## src/rtl/aircon_mode_ctrl.sv

```systemverilog
// Mode sequencer for the aircon bargraph display: turns three push buttons into
// a legal one-hot Thermo code plus a cool-only, time-limited Turbo request.
module aircon_mode_ctrl #(
  parameter int COMP_DELAY = 16,
  parameter int TURBO_TIME = 64,
  parameter int CNT_W      = 8
) (
  input  logic       Clk_In,
  input  logic       Reset_In,
  input  logic       Power_Btn_In,
  input  logic       Mode_Btn_In,
  input  logic       Turbo_Btn_In,
  output logic [3:0] Thermo_Out,
  output logic       Turbo_Out,
  output logic       Busy_Out,
  output logic       Err_Out
);

  typedef enum logic [2:0] {
    ST_OFF,
    ST_LOW_FAN,
    ST_HIGH_FAN,
    ST_COOL_WAIT,
    ST_LOW_COOL,
    ST_HIGH_COOL
  } state_t;

  localparam logic [CNT_W-1:0] COMP_LOAD  = CNT_W'(COMP_DELAY - 1);
  localparam logic [CNT_W-1:0] TURBO_LOAD = CNT_W'(TURBO_TIME - 1);
  localparam logic [CNT_W-1:0] CNT_ONE    = CNT_W'(1);

  state_t           state_q, state_d;
  logic [CNT_W-1:0] cnt_q, cnt_d;
  logic             turbo_q, turbo_d;
  logic             err_q, err_d;
  logic             busy_q, busy_d;
  logic [3:0]       thermo_q, thermo_d;
  logic             pwr_prev_q, mode_prev_q, turbo_prev_q;
  logic             pwr_press, mode_press, turbo_press;
  logic             in_cool;

  assign pwr_press   = Power_Btn_In & ~pwr_prev_q;
  assign mode_press  = Mode_Btn_In  & ~mode_prev_q;
  assign turbo_press = Turbo_Btn_In & ~turbo_prev_q;
  assign in_cool     = (state_q == ST_LOW_COOL) || (state_q == ST_HIGH_COOL);

  always_comb begin
    state_d = state_q;
    cnt_d   = cnt_q;
    turbo_d = turbo_q;
    err_d   = 1'b0;

    // The counter serves the hold-off in COOL_WAIT and the turbo timer in the
    // cool states; the two uses never overlap.
    if (state_q == ST_COOL_WAIT) begin
      if (cnt_q == '0) state_d = ST_LOW_COOL;
      else             cnt_d   = cnt_q - CNT_ONE;
    end else if (turbo_q) begin
      if (cnt_q == '0) turbo_d = 1'b0;
      else             cnt_d   = cnt_q - CNT_ONE;
    end

    if (pwr_press) begin
      if (state_q == ST_OFF) begin
        state_d = ST_LOW_FAN;
      end else begin
        state_d = ST_OFF;
        turbo_d = 1'b0;
        cnt_d   = '0;
      end
    end else if (mode_press) begin
      case (state_q)
        ST_LOW_FAN:  state_d = ST_HIGH_FAN;
        ST_HIGH_FAN: begin
          state_d = ST_COOL_WAIT;
          cnt_d   = COMP_LOAD;
        end
        ST_LOW_COOL: state_d = ST_HIGH_COOL;
        ST_HIGH_COOL: begin
          state_d = ST_LOW_FAN;
          turbo_d = 1'b0;
          cnt_d   = '0;
        end
        default:     err_d = 1'b1;
      endcase
    end else if (turbo_press) begin
      if (!in_cool) begin
        err_d = 1'b1;
      end else if (turbo_q) begin
        // A press coinciding with expiry lands here too, so both agree on off.
        turbo_d = 1'b0;
        cnt_d   = '0;
      end else begin
        turbo_d = 1'b1;
        cnt_d   = TURBO_LOAD;
      end
    end

    case (state_d)
      ST_LOW_FAN:   thermo_d = 4'b0001;
      ST_HIGH_FAN:  thermo_d = 4'b0010;
      ST_COOL_WAIT: thermo_d = 4'b0010;
      ST_LOW_COOL:  thermo_d = 4'b0100;
      ST_HIGH_COOL: thermo_d = 4'b1000;
      default:      thermo_d = 4'b0000;
    endcase
    busy_d = (state_d == ST_COOL_WAIT);
  end

  always_ff @(posedge Clk_In) begin
    if (Reset_In) begin
      state_q      <= ST_OFF;
      cnt_q        <= '0;
      turbo_q      <= 1'b0;
      err_q        <= 1'b0;
      busy_q       <= 1'b0;
      thermo_q     <= 4'b0000;
      pwr_prev_q   <= 1'b1;
      mode_prev_q  <= 1'b1;
      turbo_prev_q <= 1'b1;
    end else begin
      state_q      <= state_d;
      cnt_q        <= cnt_d;
      turbo_q      <= turbo_d;
      err_q        <= err_d;
      busy_q       <= busy_d;
      thermo_q     <= thermo_d;
      pwr_prev_q   <= Power_Btn_In;
      mode_prev_q  <= Mode_Btn_In;
      turbo_prev_q <= Turbo_Btn_In;
    end
  end

  assign Thermo_Out = thermo_q;
  assign Turbo_Out  = turbo_q;
  assign Busy_Out   = busy_q;
  assign Err_Out    = err_q;

endmodule
```

## config.mk

```make
export PLATFORM = sky130hd
export DESIGN_NAME = aircon_mode_ctrl
export DESIGN_NICKNAME = d
export VERILOG_FILES = /design/src/rtl/aircon_mode_ctrl.sv
export SDC_FILE = /design/constraint.sdc
export NUM_CORES = 1
export LEC_CHECK = 0
export CORE_AREA = 2 2 46 64
export CTS_CLUSTER_SIZE = 30
export DETAILED_ROUTE_END_ITERATION = 10
export DIE_AREA = 0 0 48 66
export SLEW_MARGIN = 20
export SYNTH_ARGS = -nofsm -noshare
export SYNTH_HDL_FRONTEND = slang
export SYNTH_SLANG_ARGS = --single-unit
export TNS_END_PERCENT = 30
```

## constraint.sdc

```tcl
create_clock -name Clk_In -period 2.3 [get_ports Clk_In]
set_input_delay 0.345 -clock Clk_In [delete_from_list [all_inputs] [get_ports Clk_In]]
set_output_delay 0.345 -clock Clk_In [all_outputs]
set_load 0.02 [all_outputs]
```

== Yosys cells after proc, flatten, opt, wreduce, memory -nomap -nowiden ==
Index checks and enable logic that the tools add are counted.

* Output and inout port bits: 7
* Register bits: 21
* Input port bits: 5

* Bitwise operators: 6
* Equal/unequal tests: 10
* Mux-type cells: 31
* $add $sub $neg: 1
* Reduce and logical (&&, ||, !) cells: 6

{| class="wikitable"
|+ Operators by type and width
! kind !! number
|-
| 8-bit 2-to-1 mux || 8
|-
| 4-bit one-hot mux with 4 select lines || 1
|-
| 8-bit one-hot mux with 2 select lines || 1
|-
| 1-bit 2-to-1 mux || 15
|-
| 3-bit by 2-bit equality test with 1-bit output, second input constant || 4
|-
| 3-bit equality test, second input constant || 4
|-
| 3-bit 2-to-1 mux || 4
|-
| 3-bit one-hot mux with 4 select lines || 1
|-
| 8-bit zero test || 1
|-
| 8-bit by 1-bit subtractor with 8-bit output, second input constant || 1
|-
| 3-bit by 1-bit equality test with 1-bit output, second input constant || 2
|-
| 6-bit 2-to-1 mux || 1
|-
| 2-bit OR reduction || 2
|-
| 4-bit OR reduction || 1
|-
| 1-bit bitwise AND || 3
|-
| 3-bit zero test || 1
|-
| 1-bit inverter || 3
|-
| 1-bit logical OR || 1
|}

== Longest topological paths before layout ==
* Depth after elaboration: 9
* Gate-level depth with buffers: 6
* Mapped depth without buffers: 6

== Worst setup path after synthesis ==
OpenSTA, ideal clock, no wires.

* Kind: register to register
* Start point: register cnt_q[0]
* End point: register cnt_q[1]
* Path slack: 0.706 ns
* Required time: 2.226 ns
* Stages on the path, launching flop included: 7
* Arrival: 1.519 ns
* Buffers on the path: 0
* Period minus slack after synthesis: 1.594 ns
* Cells stage by stage: dfxtp_1 -> inv_1 -> ha_1 -> nor4b_4 -> o2bb2ai_1 -> mux2_2 -> o21ai_0

* Word-level cells in the longest chain between the ends: 8
* Elaborated cells between the ends (all ways): 11

{| class="wikitable"
|+ Ends and longest elaborated chain
! item !! RTL line !! text
|-
| start: declaration || 33 || <nowiki>logic [CNT_W-1:0] cnt_q, cnt_d;</nowiki>
|-
| start signal: assignment || 123 || <nowiki>cnt_q <= cnt_d;</nowiki>
|-
| 8-bit by 1-bit subtractor with 8-bit output or 8-bit zero test (tied branches) || n/a ||
|-
| 8-bit 2-to-1 mux * || 56, 59 ||
|-
| 8-bit 2-to-1 mux || 58 || <nowiki>end else if (turbo_q) begin</nowiki>
|-
| 8-bit 2-to-1 mux * || 55 || <nowiki>if (state_q == ST_COOL_WAIT) begin</nowiki>
|-
| 8-bit 2-to-1 mux || 87 || <nowiki>if (!in_cool) begin</nowiki>
|-
| 8-bit 2-to-1 mux || 86 || <nowiki>end else if (turbo_press) begin</nowiki>
|-
| 8-bit 2-to-1 mux || 71 || <nowiki>end else if (mode_press) begin</nowiki>
|-
| 8-bit 2-to-1 mux * || 63 || <nowiki>if (pwr_press) begin</nowiki>
|}

Mark *: on every way between the ends. The rest lies on a longest branch, timed or not.
A chain may end at the register's enable or synchronous reset.

== Final worst setup path ==
* Start point: register turbo_q (netlist: Turbo_Out)
* End point: output Turbo_Out

{| class="wikitable"
|+ RTL lines
! item !! RTL line !! text
|-
| start: declaration || 34 || <nowiki>logic turbo_q, turbo_d;</nowiki>
|-
| start signal: assignment || 124 || <nowiki>turbo_q <= turbo_d;</nowiki>
|-
| end: declaration || 14 || <nowiki>output logic Turbo_Out,</nowiki>
|}

No word-level cell between the ends.

==> impl_results.rst <==
.. list-table::
   :header-rows: 1

   * - Metric
     - Value
   * - Result of the run
     - finished, final reports clean
   * - Total GRT Usage
     - 0.1617
   * - Setup crit start kind
     - register
   * - Setup repair after global routing missed its margin
     - no
   * - Capturing point of the worst reg2reg path
     - Busy_Out
   * - Critical path endpoint
     - Turbo_Out
   * - Fraction of the cycle the final worst path needs
     - 0.8246
   * - DR vias
     - 937
   * - Proportion of register bits with asynchronous set or reset after synthesis
     - 0
   * - Number of global-route vias before repair
     - 867
   * - GRT Residual Overflow
     - 0
   * - Drt drc
     - 0
   * - Required time of the critical path
     - 1.96 ns
   * - Detailed-route vias per instance
     - 5.448
   * - Dpl cells
     - 168
   * - Most Used Layer, Global Route
     - met2
   * - Number of synthesized flops with an enable pin
     - 0
   * - Count of fill cells added during filler insertion
     - 251
   * - Largest net degree at the start of global routing
     - 15
   * - Largest fanout on the critical path
     - 12
   * - Routability-driven placement congestion ratio
     - roughly 0.84
   * - Power density of the placed cells
     - 483.1 nW/um2
   * - Routing usage on met1
     - 0.2064
   * - Synthesized area per cell
     - 8.778 um2
   * - Final min period
     - ~1.9 ns
   * - Yosys reg bits
     - 21
   * - Cell count along the critical path
     - 1
   * - Buffers from clock root to sink, at most
     - 2
   * - Commonest non-fill, non-tap cells in the layout
     - sky130_fd_sc_hd__dfxtp_1, sky130_fd_sc_hd__o21ai_0, sky130_fd_sc_hd__nor2_1
   * - Global-route wire length before repair
     - about 3800 um
   * - Cell with the largest stage delay on the worst path
     - sky130_fd_sc_hd__clkdlybuf4s50_1
   * - Number of nets in the finished design
     - 144
   * - Root buffer cell
     - sky130_fd_sc_hd__clkbuf_4
   * - Layout area overhead
     - 14.25%
   * - Standard cell core area
     - 2615 um2
   * - Iteration count of the initial detailed-routing pass
     - 4
   * - Synth Warn #
     - 0
   * - Violation count after the first detailed-routing iteration
     - 10
   * - HPWL Detailed
     - 1670 um
   * - Routed wirelength normalized by instance count
     - 13.02 um
   * - Remaining antenna violation count
     - 0
   * - Area enclosed by the die boundary
     - roughly 3200 um2
   * - R2r setup slk
     - around 0.44 ns
   * - Type of the setup path with the least slack
     - register to primary output
   * - Antenna violations before repair
     - 0
   * - Floorplan die width
     - roughly 48 um
   * - Most common cell after layout, fill and taps aside
     - sky130_fd_sc_hd__dfxtp_1
   * - Max capacitance violation total
     - 0
   * - Synthesized net count
     - 134
   * - Ordered list of cells on the worst path
     - clkdlybuf4s50_1
   * - Prevailing post-synth register cell
     - sky130_fd_sc_hd__dfxtp_1
   * - Detailed Route WL
     - 2239 um
   * - Post-Syn Area
     - approximately 1100 um2
   * - H-tree levels
     - 1
   * - Initial cell density of the core
     - 0.4263
   * - Met2 Track Usage GR
     - 0.2667
   * - Y dimension of the die
     - 66 um
   * - Number of gates resized after CTS
     - 0
   * - CTS Sinks
     - 21
   * - Actual transition at the worst max-transition pin
     - 0.5830 ns
   * - Critical Path Source
     - Turbo_Out
   * - CTS clock-pin slew for the worst setup and hold paths
     - 0.11 ns
   * - Hold buffer count at cts
     - 0
   * - Number of cells on the worst reg-to-reg path
     - 6
   * - Delay-heaviest family, CP
     - buffers and inverters
   * - IR Drop Worst-Case VDD
     - 369.6 uV
   * - Count of endpoints failing hold in the final timing report
     - 0
   * - Clk_lat worst skew
     - around 0.30 ns
   * - Number of port buffers
     - 11
   * - Final setup violating endpoints
     - 0
   * - Final std cells w/o fill
     - 172
   * - Path category of the worst min-delay check
     - register to register
   * - Setup TNS Final
     - 0 ns
   * - Final setup skew
     - 0.003327 ns
   * - Number of buffers created by CTS
     - 3
   * - I/O Pins
     - 12
   * - Ratio of cells with drive above 1 in the final layout
     - 0.09559
   * - Part of the Yosys area used for sequential elements
     - 0.3771
   * - Antenna cell count
     - 0
   * - Netlist cell types
     - 39
   * - Leakage
     - 0.4646 nW
   * - Core Rows
     - 22
   * - Number of buffer and inverter stages on the critical path
     - 1
   * - Slew Limit Fails
     - 0
   * - Number of buffers added for setup after CTS
     - 0
   * - Beginning of the worst register-to-register path
     - cnt_q[0]
   * - CTS tree
     - done
   * - Endpoint class of the critical path
     - primary output
   * - Tightest slew margin relative to the limit
     - 0.6092
   * - Max incr delay on CP
     - 0.68 ns
   * - Cells after Synth
     - roughly 130
   * - Met3 usage
     - 0.01639
   * - Worst endpoint data arrival time
     - around 1.6 ns
   * - Maximum operating frequency
     - between 0.5 and 0.6 GHz
power by group:
part	internal, mW	total (mW)	switching, mW
clock	0.0675	0.176	0.108
sequential	0.371	0.379	0.00763
combinational	0.0294	0.0607	0.0313
total	0.468	0.615	0.147
state kept, by name, indices dropped and copies added, names as in the netlist:
name and flops:
mode_prev_q 1, turbo_prev_q 1, pwr_prev_q 1, Turbo_Out 1, cnt_q 8, state_q 3
Busy_Out 1, Err_Out 1, Thermo_Out 4
area by class of cell:
class / count / area (um2) / area share
Clock buffer: 4 / 26.28 / 0.02063
Inverter: 5 / 18.77 / 0.01473
Multi-Input combinational cell: 94 / 645.6 / 0.5069
Sequential cell: 21 / 420.4 / 0.3301
Tap cell: 36 / 45.04 / 0.03536
Timing Repair Buffer: 12 / 117.6 / 0.09234
how the worst min path moves through the flow:
stage | from | to | slack (ns) | cells past startpoint
finish | turbo_prev_q | Err_Out | 0.62 | 3
global route | cnt_q[7] | cnt_q[7] | 0.66 | 2
CTS | turbo_prev_q | Err_Out | 0.62 | 3
detailed placement | turbo_prev_q | Err_Out | 0.60 | 3
global placement | cnt_q[4] | cnt_q[4] | 0.58 | 2
floorplan | Mode_Btn_In | mode_prev_q | 0.45 | 1
cell usage after synthesis (3+ instances only):
library cell,count,share of area
sky130_fd_sc_hd__or2_2,3,0.017
sky130_fd_sc_hd__nor2b_1,5,0.028
sky130_fd_sc_hd__nor3_2,3,0.027
sky130_fd_sc_hd__xor2_1,4,0.031
sky130_fd_sc_hd__nor3_1,4,0.018
sky130_fd_sc_hd__clkbuf_1,4,0.013
sky130_fd_sc_hd__a31oi_1,3,0.017
sky130_fd_sc_hd__dfxtp_1,21,0.38
sky130_fd_sc_hd__nor3b_1,3,0.020
sky130_fd_sc_hd__inv_1,5,0.017
sky130_fd_sc_hd__buf_2,3,0.013
sky130_fd_sc_hd__o21ai_0,12,0.054
sky130_fd_sc_hd__nor2_1,12,0.040
sky130_fd_sc_hd__nand2_1,4,0.013
sky130_fd_sc_hd__a21oi_1,4,0.018
through the flow:
step / power, mW / worst slack, ns / utilization / hold slack [ns] / area, um2
6_report: 0.6153 / 0.4035 / 0.4871 / 0.6157 / 1274
5_1_grt: 0.6391 / 0.2257 / 0.4871 / 0.6597 / 1274
4_1_cts: 0.6217 / 0.3784 / 0.4871 / 0.6201 / 1274
3_5_place_dp: 0.4476 / 0.2306 / 0.4770 / 0.6024 / 1247
3_3_place_gp: 0.4470 / 0.2600 / 0.4770 / 0.5839 / 1247
2_1_floorplan: 0.4260 / 0.7065 / - / 0.4516 / 1115
per-layer routing:
metal | part of all wire | up-vias
met2 | 0.51 | 17
met4 | 0.018 | 0
met1 | 0.45 | 433
li1 | - | 483
met5 | 0 | -
met3 | 0.019 | 4
cell families (layout without fill, tap and decap cells):
| kind of cell | Yosys count | count (layout) | share of synthesized area |
|---|---|---|---|
| AND/OR/NAND/NOR | 52 | 52 | 0.3064 |
| multiplexers | 3 | 3 | 0.02806 |
| AO/OA/AOI/OAI | 32 | 32 | 0.1829 |
| flip-flops | 21 | 21 | 0.3771 |
| buffers and inverters | 12 | 21 | 0.04376 |
| adder cells (fa/ha/maj) | 2 | 2 | 0.02244 |
| XOR/XNOR | 5 | 5 | 0.03928 |
Note: power is estimated with default switching activity, not from simulation.
